`src/rtl/lmac_reg_pkg.sv`:
```
// ---------------------------------------------------------------------------
// lmac_reg_pkg
//   Shared definitions for the LMAC host register responder:
//   - one-hot read FSM state encodings
//   - register map base offsets
//   - default data returned on a bad read address
//   - read-decode result struct
// ---------------------------------------------------------------------------
package lmac_reg_pkg;

    // One-hot read FSM states
    typedef enum logic [3:0] {
        RSP_IDLE   = 4'b0001,
        RSP_DECODE = 4'b0010,
        RSP_WAIT   = 4'b0100,
        RSP_DONE   = 4'b1000
    } rsp_state_t;

    // Register map byte offsets
    localparam logic [15:0] RW_BASE  = 16'h0000;
    localparam logic [15:0] RO_BASE  = 16'h0100;
    localparam logic [15:0] EVT_ADDR = 16'h0200;

    // Read data for an unmapped or unaligned address
    localparam logic [31:0] ERR_DATA_DEFAULT = 32'hBAD0_ADD4;

    // Result of decoding the latched read address
    typedef struct packed {
        logic [31:0] data;   // selected read word
        logic        err;    // address was unaligned or outside the map
        logic        evt;    // address hits the read-to-clear counter
    } rd_dec_t;

endpackage : lmac_reg_pkg

```
`src/rtl/lmac_rc_counter.sv`:
```
// ---------------------------------------------------------------------------
// lmac_rc_counter
//   Saturating read-to-clear event counter.
//   Ports:
//     reg_clk  in   clock
//     reset    in   synchronous active-high reset (count -> 0)
//     inc      in   count one event (ignored once saturated)
//     clr      in   clear; clr together with inc yields 1 so no event is lost
//     cnt      out  current count
// ---------------------------------------------------------------------------
module lmac_rc_counter #(
    parameter int W = 32
) (
    input  logic         reg_clk,
    input  logic         reset,
    input  logic         inc,
    input  logic         clr,
    output logic [W-1:0] cnt
);

    always_ff @(posedge reg_clk) begin
        if (reset) begin
            cnt <= '0;
        end else if (clr) begin
            // The captured value was already taken; an event landing on the
            // clear cycle starts the next accumulation.
            cnt <= {{(W-1){1'b0}}, inc};
        end else if (inc && (cnt != {W{1'b1}})) begin
            cnt <= cnt + {{(W-1){1'b0}}, 1'b1};
        end
    end

endmodule : lmac_rc_counter

```
`src/rtl/lmac_reg_responder.sv`:
```
// ---------------------------------------------------------------------------
// lmac_reg_responder
//   LMAC-side responder for the host register read bus plus a simple write
//   port. A read latches host_addr on reg_rd_start, decodes it against the
//   register map and returns mac_regdout with a one-cycle reg_rd_done_out
//   pulse exactly RD_LAT cycles after the request.
//
//   Register map (byte offsets):
//     0x0000 + 4*i   RW config register i   (i < NUM_RW)
//     0x0100 + 4*j   RO status word j       (j < NUM_RO)
//     0x0200         read-to-clear event counter
//
//   Ports:
//     reg_clk          in   the only clock
//     reset            in   synchronous active-high reset
//     host_addr        in   register byte address (read latch / write decode)
//     reg_rd_start     in   one-cycle read request, accepted only when idle
//     reg_wr_start     in   one-cycle write request, accepted in any state
//     mac_regdin       in   write data, sampled with reg_wr_start
//     mac_regdout      out  read data, valid with reg_rd_done_out, held after
//     reg_rd_done_out  out  one-cycle read completion pulse
//     addr_err         out  one-cycle pulse with done on a bad read address
//     busy             out  high while a read is in flight
//     cfg_regs         out  RW registers, flattened, reg i at [32*i+:32]
//     stat_in          in   live status words, flattened, word j at [32*j+:32]
//     evt_pulse        in   event counter increment
//
//   RD_LAT legal range is 2..15 (the WAIT counter is 4 bits).
// ---------------------------------------------------------------------------
module lmac_reg_responder
    import lmac_reg_pkg::*;
#(
    parameter int          NUM_RW   = 8,
    parameter int          NUM_RO   = 4,
    parameter int          RD_LAT   = 3,
    parameter logic [31:0] ERR_DATA = ERR_DATA_DEFAULT
) (
    input  logic                  reg_clk,
    input  logic                  reset,
    input  logic [15:0]           host_addr,
    input  logic                  reg_rd_start,
    input  logic                  reg_wr_start,
    input  logic [31:0]           mac_regdin,
    output logic [31:0]           mac_regdout,
    output logic                  reg_rd_done_out,
    output logic                  addr_err,
    output logic                  busy,
    output logic [32*NUM_RW-1:0]  cfg_regs,
    input  logic [32*NUM_RO-1:0]  stat_in,
    input  logic                  evt_pulse
);

    // WAIT lasts RD_LAT-2 cycles; the counter counts down to zero inclusive.
    localparam logic [3:0] WAIT_LOAD = 4'((RD_LAT > 2) ? (RD_LAT - 3) : 0);
    localparam bit         HAS_WAIT  = (RD_LAT > 2);

    rsp_state_t                    state;
    logic [15:0]                   rd_addr;
    logic [31:0]                   hold_data;
    logic                          hold_err;
    logic [3:0]                    wait_cnt;
    logic [NUM_RW-1:0][31:0]       cfg;
    logic [NUM_RO-1:0][31:0]       stat_w;
    logic [31:0]                   evt_cnt;
    logic                          evt_clr;
    rd_dec_t                       dec;

    assign stat_w   = stat_in;
    assign cfg_regs = cfg;

    // ------------------------------------------------------------------
    // Read decode of the latched address. Evaluated every cycle but only
    // consumed in DECODE, so RO words and the counter are sampled there.
    // ------------------------------------------------------------------
    always_comb begin
        dec = '{data: ERR_DATA, err: 1'b1, evt: 1'b0};
        if (rd_addr[1:0] == 2'b00) begin
            for (int i = 0; i < NUM_RW; i++) begin
                if (rd_addr == RW_BASE + 16'(4 * i)) begin
                    dec.data = cfg[i];
                    dec.err  = 1'b0;
                end
            end
            for (int j = 0; j < NUM_RO; j++) begin
                if (rd_addr == RO_BASE + 16'(4 * j)) begin
                    dec.data = stat_w[j];
                    dec.err  = 1'b0;
                end
            end
            if (rd_addr == EVT_ADDR) begin
                dec.data = evt_cnt;
                dec.err  = 1'b0;
                dec.evt  = 1'b1;
            end
        end
    end

    // Clear lands on the same edge that captures the count into the hold path.
    assign evt_clr = (state == RSP_DECODE) && dec.evt;

    lmac_rc_counter #(.W(32)) u_evt_cnt (
        .reg_clk (reg_clk),
        .reset   (reset),
        .inc     (evt_pulse),
        .clr     (evt_clr),
        .cnt     (evt_cnt)
    );

    // ------------------------------------------------------------------
    // Write port: independent of the read FSM. Only RW offsets land;
    // everything else is dropped.
    // ------------------------------------------------------------------
    always_ff @(posedge reg_clk) begin
        if (reset) begin
            cfg <= '0;
        end else if (reg_wr_start) begin
            for (int i = 0; i < NUM_RW; i++) begin
                if (host_addr == RW_BASE + 16'(4 * i)) begin
                    cfg[i] <= mac_regdin;
                end
            end
        end
    end

    // ------------------------------------------------------------------
    // Read FSM with registered outputs. mac_regdout is loaded only on entry
    // to DONE so it keeps the previous read's value while a new read is in
    // flight.
    // ------------------------------------------------------------------
    always_ff @(posedge reg_clk) begin
        if (reset) begin
            state           <= RSP_IDLE;
            rd_addr         <= '0;
            hold_data       <= '0;
            hold_err        <= 1'b0;
            wait_cnt        <= '0;
            mac_regdout     <= '0;
            reg_rd_done_out <= 1'b0;
            addr_err        <= 1'b0;
            busy            <= 1'b0;
        end else begin
            reg_rd_done_out <= 1'b0;
            addr_err        <= 1'b0;
            case (state)
                RSP_IDLE: begin
                    if (reg_rd_start) begin
                        rd_addr <= host_addr;
                        busy    <= 1'b1;
                        state   <= RSP_DECODE;
                    end
                end
                RSP_DECODE: begin
                    hold_data <= dec.data;
                    hold_err  <= dec.err;
                    if (HAS_WAIT) begin
                        wait_cnt <= WAIT_LOAD;
                        state    <= RSP_WAIT;
                    end else begin
                        // RD_LAT==2: skip WAIT, present the decode directly
                        mac_regdout     <= dec.data;
                        addr_err        <= dec.err;
                        reg_rd_done_out <= 1'b1;
                        state           <= RSP_DONE;
                    end
                end
                RSP_WAIT: begin
                    if (wait_cnt == 4'd0) begin
                        mac_regdout     <= hold_data;
                        addr_err        <= hold_err;
                        reg_rd_done_out <= 1'b1;
                        state           <= RSP_DONE;
                    end else begin
                        wait_cnt <= wait_cnt - 4'd1;
                    end
                end
                RSP_DONE: begin
                    busy  <= 1'b0;
                    state <= RSP_IDLE;
                end
                default: begin
                    busy  <= 1'b0;
                    state <= RSP_IDLE;
                end
            endcase
        end
    end

endmodule : lmac_reg_responder

```
`config.mk`:
```
export PLATFORM = sky130hd
export DESIGN_NAME = lmac_reg_responder
export DESIGN_NICKNAME = d
export VERILOG_FILES = /design/src/rtl/lmac_reg_pkg.sv /design/src/rtl/lmac_rc_counter.sv /design/src/rtl/lmac_reg_responder.sv
export SDC_FILE = /design/constraint.sdc
export NUM_CORES = 1
export LEC_CHECK = 0
export CAP_MARGIN = 5
export CORE_AREA = 8 8 218 220
export DETAILED_ROUTE_END_ITERATION = 6
export DIE_AREA = 0 0 226 228
export PLACE_DENSITY = 0.66
export SLEW_MARGIN = 20
export SYNTH_ARGS = -nofsm -noshare
export SYNTH_HDL_FRONTEND = slang
export SYNTH_SLANG_ARGS = --single-unit
```
`constraint.sdc`:
```
create_clock -name reg_clk -period 3.4 [get_ports reg_clk]
set_input_delay 0.34 -clock reg_clk [delete_from_list [all_inputs] [get_ports reg_clk]]
set_output_delay 0.34 -clock reg_clk [all_outputs]
set_load 0.02 [all_outputs]
```
==> results.tsv <==
stage	metric	value	unit
run_status	outcome	finished clean	
synthesis	synth_cells	2273	
worst_hold_path	hp-class	input port to register	
worst_setup_path	critPathMaxFanout	11	
cts	cts_root_buffer	clkbuf_16	
worst_setup_path	r2r_setup_slack	0.47	ns
cts	clock_latency	0.59	ns
synthesis	synth_ff_type	dfxtp_1	
worst_setup_path	crit_required	3.87	ns
sta	finalSetupTns	0	ns
worst_hold_path	min_path_cells	2	
sta	hold_viol	0	
cts	cts.path.max_buffers	3	
sta	period_share	86.2	%
final_layout	final_common_cell	nand2_1	
detailed_routing	wl_per_cell	25.9	um
worst_setup_path	cp_num_buf_inv	0	
grt	antenna_found_initial	2	
synthesis	yosysSeqAreaShare	43.7	%
grt	grtUsageMet1	41.6	%
floorplan	die_w	226	um
synthesis	yosys.area.top_type	dfxtp_1	
final_layout	layout_common_cells	nand2_1 (704), clkdlybuf4s50_1 (470), dfxtp_1 (379), a21oi_1 (341), nor2_1 (120)	
pwr	p_leak	7.84	nW
detailed_routing	dr.pass1.iters	6	
grt	grt_pass1_wl	124000	um
synthesis	ys_async_sr_fraction	0	%
detailed_routing	drt_wl_total	85500	um
final_layout	finalNetCount	2860	
worst_setup_path	r2r_start	rd_addr[4]	
detailed_routing	ant_nets	0	
grt	met2_usage	50.1	%
floorplan	rows	77	
synthesis	synth_edf_count	0	
final_layout	final_util	55.1	%
floorplan	die_area	51500	um2
cts	holdBufCountCts	0	
final_layout	fill_cells	4107	
pwr	p_total	10.5	mW
sta	max_freq	0.341	GHz
worst_setup_path	crit_arrival	3.40	ns
sta	rsz0062_at_grt	no	
worst_setup_path	path_class	register to register	
sta	drv_slew	0	
cts	cts_buffers	42	
detailed_routing	drc	0	
grt	grt_usage	31.7	%
placement	place_congestion	0.971	
worst_hold_path	holdCritStartpoint	reset	
synthesis	ys_warn_count	0	
cts	cts_tree	done	
grt	grt.overflow.total	0	
synthesis	synthTopCellsByArea	dfxtp_1 (44%), nand2_1 (15%), a21oi_1 (9.8%), nor2_1 (2.6%), clkbuf_1 (2.6%)	
final_layout	drive_gt1_share	7.09	%
worst_setup_path	critPathTopFamily	simple AND/OR/NAND/NOR gates	
synthesis	synth_cell_type_count	74	
sta	worst_pin_slew	1.07	ns
grt	grt_pass1_vias	18303	
run	maxCapViolations	0	
grt	busiest_layer	met2	
final_layout	syn2layout_area_growth	38.9	%
cts	cts.clk_slew.worst_paths	0.06	ns
synthesis	yosysTopAreaCellShare	43.7	%
worst_setup_path	critPathLaunchType	register	
pwr	power_density	436	nW/um2
detailed_routing	drtIter0Drc	2192	
sta	finalSetupViolCount	0	
worst_setup_path	path_cells	or4_4 > nor3_4 > nand2_1 > o221ai_2 > a21oi_2 > a2111oi_4 > o31ai_1	
synthesis	syn_area	17400	um2
floorplan	core-area	43800	um2
worst_setup_path	slowest_delay	0.72	ns
worst_setup_path	slowest_stage	or4_4	
pwr	peakVddDrop	0.345	mV
cts	ctsResizeCount	0	
cts	post-cts-setup-buffers	0	
floorplan	die_y	228	um
detailed_routing	dr_total_vias	19020	
sta	period_minus_slack	2.93	ns
synthesis	syn_nets	2456	
sta	skew	0.0283	ns
cts	cts_num_sinks	380	
floorplan	initial_utilization	39.7	%
synthesis	ys_ff_latch	380	
synthesis	synth.avg_cell_area	7.65	um2
worst_hold_path	holdPathEnd	mac_regdout[25]	
grt	grt_max_degree	201	
worst_setup_path	ff2ff_path_depth	7	
cts	cts_max_level	2	
sta	whs	0.130	ns
floorplan	ioPinCount	472	
worst_setup_path	r2r_end	hold_data[20]	
placement	io_buffers	471	
worst_setup_path	endpoint_kind	register	
sta	slew_headroom	28.9	%
grt	use_met3	8.76	%
detailed_routing	viasPerCell	5.76	
placement	place.detailed.hpwl	63300	um
-- final cells by class --
cell class              instances  area (um2)  share of cell area [%]
multi-input cells            1697        9020                    37.3
flip-flops and latches        380        7610                    31.5
clock buffers                  64        1280                    5.32
diodes                          1        2.50                  0.0104
clock inverters                12         156                   0.647
well taps                     592         741                    3.07
inverters                       9        33.8                   0.140
repair buffers                547        5320                    22.0
-- cell usage after synthesis (22+ instances only) --
library cell and n:
a21oi_1 341, a221oi_1 28, a22oi_1 57, buf_2 31, clkbuf_1 120, clkbuf_2 32, dfxtp_1 380, mux2i_1 43
nand2_1 704, nand3_1 49, nor2_1 121, o211ai_1 25, o21ai_0 59, xor2_1 22
-- worst max-delay path by stage --
stage	start	cells after the start	endpoint	slack, ns
4_1_cts	rd_addr[4]	7	hold_data[20]	0.50
2_1_floorplan	rd_addr[4]	9	hold_data[20]	1.16
5_1_grt	rd_addr[4]	7	hold_data[20]	0.36
3_3_place_gp	rd_addr[4]	7	hold_data[20]	0.56
6_report	rd_addr[4]	7	hold_data[20]	0.47
3_5_place_dp	host_addr[7]	8	cfg_regs[84]	0.43
-- per-stage QoR --
stage,instances,area (um2),setup WS (ns)
final,3302,24200,0.470
after global routing,3301,24200,0.362
after detailed placement,3225,22700,0.427
after CTS,3301,24200,0.502
after floorplan,2273,17400,1.16
after global placement,3225,22700,0.563
-- routing by layer --
layer,vias to the layer above,wire [um]
met5,-,8
met4,2,2620
met3,154,9420
met2,1098,38800
met1,9035,34700
li1,8731,-
-- cell families (layout without fill, tap and decap cells) --
family                   count (synthesis)  in the layout  synth area share, %
AO/OA/AOI/OAI                          607            607                 21.4
flip-flops                             380            380                 43.7
buffers and inverters                  196            632                 4.77
other                                    0              1                    0
adder cells (fa/ha/maj)                  2              2                0.144
AND/OR/NAND/NOR                       1006           1006                 25.3
multiplexers                            53             53                 3.25
XOR/XNOR                                29             29                 1.46
-- sequential cells by signal (all words and copies together) (netlist names) --
name,count
cfg_regs,256
hold_data,32
mac_regdout,32
u_evt_cnt.cnt,32
rd_addr,16
state,4
wait_cnt,4
addr_err,1
busy,1
hold_err,1
reg_rd_done_out,1
-- report_power, final --
part           internal [mW]  total (mW)  switching [mW]
Combinational          0.450        1.22           0.772
Clock                   2.78        4.78            2.00
Sequential              4.48        4.54          0.0553
Total                   7.72        10.5            2.83
(Power assumes the default switching activity.)
